===== config.mk =====
export PLATFORM = sky130hd
export DESIGN_NAME = dmem_arbiter
export DESIGN_NICKNAME = d
export VERILOG_FILES = /design/src/rtl/dmem_arbiter.sv
export SDC_FILE = /design/constraint.sdc
export NUM_CORES = 1
export LEC_CHECK = 0
export ABC_CLOCK_PERIOD_IN_PS = 1680
export CAP_MARGIN = 10
export CORE_MARGIN = 2
export CORE_UTILIZATION = 29
export CTS_CLUSTER_DIAMETER = 150
export DETAILED_ROUTE_END_ITERATION = 6
export GPL_TIMING_DRIVEN = 0
export HOLD_SLACK_MARGIN = 0.02
export PLACE_DENSITY = 0.81
export SYNTH_ARGS = -nofsm -noshare
export SYNTH_HDL_FRONTEND = slang
export SYNTH_SLANG_ARGS = --single-unit

===== constraint.sdc =====
create_clock -name clock -period 1.68 [get_ports clock]
set_clock_uncertainty 0.15 [all_clocks]
set_input_delay 0.336 -clock clock [delete_from_list [all_inputs] [get_ports clock]]
set_output_delay 0.336 -clock clock [all_outputs]
set_load 0.02 [all_outputs]

===== src/rtl/dmem_arbiter.sv =====
// rtl/dmem_arbiter.sv - two-port arbiter serialising accesses to a single-port synchronous dmem
// Define DMEM_ARB_RR_EN for round-robin arbitration; otherwise port 0 has fixed priority.
module dmem_arbiter #(
  parameter int ADDR_W = 12,
  parameter int DATA_W = 32
) (
  input  logic              clock,
  input  logic              reset,
  input  logic              p0_req,
  input  logic [ADDR_W-1:0] p0_addr,
  input  logic [DATA_W-1:0] p0_wdata,
  input  logic              p0_wren,
  output logic              p0_gnt,
  output logic              p0_rvalid,
  output logic [DATA_W-1:0] p0_rdata,
  input  logic              p1_req,
  input  logic [ADDR_W-1:0] p1_addr,
  input  logic [DATA_W-1:0] p1_wdata,
  input  logic              p1_wren,
  output logic              p1_gnt,
  output logic              p1_rvalid,
  output logic [DATA_W-1:0] p1_rdata,
  output logic [ADDR_W-1:0] mem_address,
  output logic [DATA_W-1:0] mem_data,
  output logic              mem_wren,
  input  logic [DATA_W-1:0] mem_q,
  output logic              busy
);

  typedef enum logic [1:0] {IDLE, ACCESS, RESP} state_t;

  state_t              state;
  state_t              state_next;
  logic                arb_cycle;
  logic                grant;
  logic                win_port;
  logic                resp_read;
  logic                cap_port;
  logic                cap_wren;
  logic [ADDR_W-1:0]   cap_addr;
  logic [DATA_W-1:0]   cap_data;

`ifdef DMEM_ARB_RR_EN
  logic rr_ptr;

  always_comb begin
    win_port = ~p0_req;
    if (p0_req && p1_req) win_port = rr_ptr;
  end

  // Pointer names the preferred port: the one that lost the last grant.
  always_ff @(posedge clock) begin
    if (reset) rr_ptr <= 1'b0;
    else if (grant) rr_ptr <= ~win_port;
  end
`else
  always_comb begin
    win_port = ~p0_req;
  end
`endif

  always_ff @(posedge clock) begin
    if (reset) begin
      state    <= IDLE;
      cap_port <= 1'b0;
      cap_wren <= 1'b0;
      cap_addr <= '0;
      cap_data <= '0;
    end else begin
      state <= state_next;
      if (grant) begin
        cap_port <= win_port;
        cap_wren <= win_port ? p1_wren  : p0_wren;
        cap_addr <= win_port ? p1_addr  : p0_addr;
        cap_data <= win_port ? p1_wdata : p0_wdata;
      end
    end
  end

  // Strobes are masked by reset so an access in flight never reaches dmem or a requester.
  always_comb begin
    state_next = state;
    arb_cycle  = 1'b0;
    case (state)
      IDLE:    arb_cycle  = 1'b1;
      ACCESS:  state_next = RESP;
      RESP:    arb_cycle  = 1'b1;
      default: state_next = IDLE;
    endcase
    grant = arb_cycle && (p0_req || p1_req) && !reset;
    if (arb_cycle) state_next = grant ? ACCESS : IDLE;

    p0_gnt    = grant && !win_port;
    p1_gnt    = grant && win_port;
    resp_read = (state == RESP) && !cap_wren && !reset;
    p0_rvalid = resp_read && !cap_port;
    p1_rvalid = resp_read && cap_port;
    p0_rdata  = p0_rvalid ? mem_q : '0;
    p1_rdata  = p1_rvalid ? mem_q : '0;
    mem_wren  = (state == ACCESS) && cap_wren && !reset;
    busy      = (state != IDLE);
  end

  assign mem_address = cap_addr;
  assign mem_data    = cap_data;

endmodule

==> metrics.md <==
| Metric | Value |
|---|---|
| Run status | `finished with violations` |
| Violated checks | `negative setup slack` |
| Worst Path Required | `1190 ps` |
| Number of endpoints failing setup at the final stage | `103` |
| Core Region | `7770 um^2` |
| HP Class | `input pin to flip-flop` |
| Startpoint of the most critical hold path | `reset` |
| Residual DRC | `0` |
| Minimum clock period | `2040 ps` |
| Wire length of the first global-routing pass | `15600 um` |
| Share of synthesized area spent on multiplexers | `0%` |
| CP Max Fanout | `8` |
| Detailed Routing Iterations Pass 1 | `4` |
| Max IR drop VDD | `0.000537 V` |
| Final antenna-violating net count | `0` |
| TritonCTS clock tree | `yes` |
| Cell-by-cell trace of the critical path | `nor2_4 -> and4b_4 -> clkbuf_8 -> and2_4 -> buf_6` |
| Clock latency of the later-clocked register in the worst-skew pair | `300 ps` |
| H-tree lvl count | `2` |
| Synth Area in Simple Gates | `about 33%` |
| Adder-Cell Fraction of Synth Area | `0%` |
| Die ar. | `8770 um^2` |
| Worst path buffer plus inverter count | `2` |
| Count of mapped cells out of synthesis | `237` |
| Proportion of synthesized chip area in sequential cells | `41.2%` |
| Die boundary width | `93.7 um` |
| Crit start category | `flip-flop` |
| Placer congestion estimate | `around 0.75` |
| Pwr/cell area | `574 nW/um^2` |
| Worst slew slack as a fraction of its limit | `82.2%` |
| Buffer cell driving the clock tree root | `clkbuf_8` |
| Initial core utilization | `30.0%` |
| Standby leakage power | `2.59 nW` |
| Post-layout nets | `628` |
| Num CTS Buffers | `5` |
| RSZ-0062 raised after global routing | `true` |
| Compound-gate portion of the synthesized area | `20.3%` |
| Final cycle utilization of the critical path | `122%` |
| Hold bufs inserted after CTS | `0` |
| Slowest cell on the critical path | `dfxtp_4` |
| Number of clock sinks | `between 40 and 50` |
| Detailed-route wire length | `11000 um` |
| Via-to-Cell Ratio | `4.79` |
| Total grt overflow | `0` |
| Instance area after placement | `4920 um^2` |
| Antenna cell count | `0` |
| Area taken by multi-input logic gates | `1450 um^2` |
| Post-synthesis average cell area | `9.84 um^2` |
| Setup total negative slack | `-23320 ps` |
| Count of yosys warnings during synthesis | `0` |
| Number of cells on the worst hold path | `2` |
| Post-layout power | `roughly 3.2 mW` |
| Number of slew-limit violations in the final report | `0` |
| Cell variety after synth | `19` |
| Largest stage delay on the critical path | `370 ps` |
| 1st-iter DRT viols | `43` |
| Via count of the first global-routing pass | `roughly 3000` |
| Smallest hold slack | `290 ps` |
| Die H | `between 90 and 100 um` |
| Half-perimeter wire length after detailed placement | `7780 um` |
| Placed Cells | `578` |
| Count of buffers inserted at the top-level ports | `between 200 and 250` |
| Net Count, Synth | `363` |
| Area growth from synthesis to layout | `140%` |
| Maximum operating frequency | `490 MHz` |
| Endpoint arrival time on the critical path | `~1600 ps` |
| Critical path's top delay family | `simple AND/OR/NAND/NOR gates` |
| Footprint of the flip-flops and latches | `965 um^2` |
| Routed len/inst | `18.1 um` |
| Internal reg-to-reg setup slack | `-90 ps` |
| Number of cell instances on the worst register-to-register path | `8` |
| Main combinational cell family by area after synthesis | `simple AND/OR/NAND/NOR gates` |
| GRT Overall Usage | `22.7%` |
| Post-CTS clock slew at the launch and capture registers of the worst setup and hold paths | `about 100 ps` |
| Kind of critical path | `flip-flop to primary output` |
| Overall via count from detail_route | `2898` |
| Critical R2R Launch | `state[0]` |
| Final critical-path setup slack | `-361 ps` |
| Share of cells above drive strength 1 | `41.0%` |
| Number of hold-slack violations in the final timing report | `0` |
| Max clock buf depth | `2` |
| I/O pin total | `240` |
| Post-route cell area | `5600 um^2` |
| Maximum number of pins on one net before global-route repair | `17` |
| Total of fill cells in the finished design | `between 500 and 600` |
| Number of max-capacitance violations reported | `0` |
| Initial antenna violation count | `0` |
| Summed instance area of the synthesized netlist | `between 2000 and 2500 um^2` |
| Std-Cell Rows | `32` |
| Capture point of the worst reg-to-reg path | `mem_data[21]` |
| Synthesized-area fraction occupied by xor and xnor cells | `0%` |
| Slew of the pin with the lowest slew margin | `268 ps` |
| Critical path capture point type | `primary output` |
| Number of synthesized register bits | `48` |
| Non-filler instance count after layout | `between 600 and 700` |
| Hold-critical path endpoint | `cap_port` |
-- sequential cells by signal, summed over array words and instances (netlist names) --
signal and count:
cap_wren 1, cap_port 1, state 2, mem_data 32, mem_address 12
-- synthesized netlist by cell type (all sizes together) --
library cell | number | area share [%]
a21oi | 1 | 0.21
nor4b | 1 | 0.64
nor3b | 1 | 0.32
o31ai | 1 | 0.32
or2 | 1 | 0.27
buf | 16 | 4.8
and2 | 111 | 30
nor3 | 1 | 0.21
nor2 | 2 | 0.43
dfxtp | 48 | 41
and4bb | 1 | 0.54
o21ba | 1 | 0.43
inv | 1 | 0.16
a221o | 45 | 19
and4b | 1 | 0.43
clkbuf | 5 | 0.81
-- how the worst max path moves through the flow --
stage | to | startpoint | slack (ps) | cells after the start
5_1_grt | p1_rdata[19] | state[0] | -430 | 5
6_report | p1_rdata[19] | state[0] | -360 | 5
2_1_floorplan | p1_rdata[22] | state[0] | 10 | 4
4_1_cts | p1_rdata[14] | state[0] | -340 | 5
3_5_place_dp | p1_rdata[14] | reset | -1310 | 6
3_3_place_gp | p1_rdata[8] | reset | -1260 | 6
-- worst reg2reg max path, delay by kind of cell, from the launching register on --
| kind | cells | cell delay, ps |
|---|---|---|
| compound gates | 1 | 260 |
| flops | 1 | 380 |
| simple gates | 2 | 200 |
| buf+inv | 5 | 680 |
-- cell type report --
type                       count  share of cell area (%)
sequential                    48                    17.2
buffer                        18                    3.93
timing repair buffer         261                    48.1
inverter                       1                  0.0670
multi-input combinational    167                    25.9
clock inverter                 3                    1.23
clock buffer                   5                    1.23
tap                          102                    2.28
-- logic make-up (layout without fill, tap and decap cells) --
family	Yosys count	after routing
and+or+nand+nor	119	119
AOI/OAI and AO/OA	48	48
buffers and inverters	22	288
DFF	48	48
-- where the power goes --
group          switching (mW)  internal (mW)  total [mW]
registers              0.0509           1.23        1.28
logic                   0.368          0.557       0.925
clock network           0.408          0.599        1.01
-- stage by stage --
step	worst slack, ps	utilization (%)
after floorplan	11.1	-
after global placement	-1260	63.4
after detailed placement	-1310	63.4
after CTS	-340	69.6
after global routing	-429	72.1
final	-361	72.1
-- cells in the final DEF, fill, tap and decap left out, types with 2 or more instances in the layout --
cell and instances:
a221o_1 45, and2_4 72, buf_6 85, and2_2 7
and2_1 32, clkdlybuf4s50_1 122, buf_8 11, bufinv_16 2
dfxtp_1 47, clkbuf_8 9, buf_4 8, dlygate4sd2_1 46
-- repair_timing --
| item | in CTS | in global routing |
|---|---|---|
| pin swaps | 32 | 12 |
| endpoints found under the setup margin | 155 | 110 |
| resized for setup | 556 | 58 |
| gates cloned | 7 | 2 |
| buffers inserted | 11 | 4 |
-- layer usage --
metal | vias to the layer above | GRT usage (%) | share of wire (%)
li1 | 1376 | - | -
met1 | 1353 | 21.7 | 35
met4 | 0 | 8.94 | 3.7
met3 | 27 | 6.90 | 8.3
met5 | - | 0 | 0
met2 | 142 | 44.8 | 53
Power figures use the tool's default switching activity.
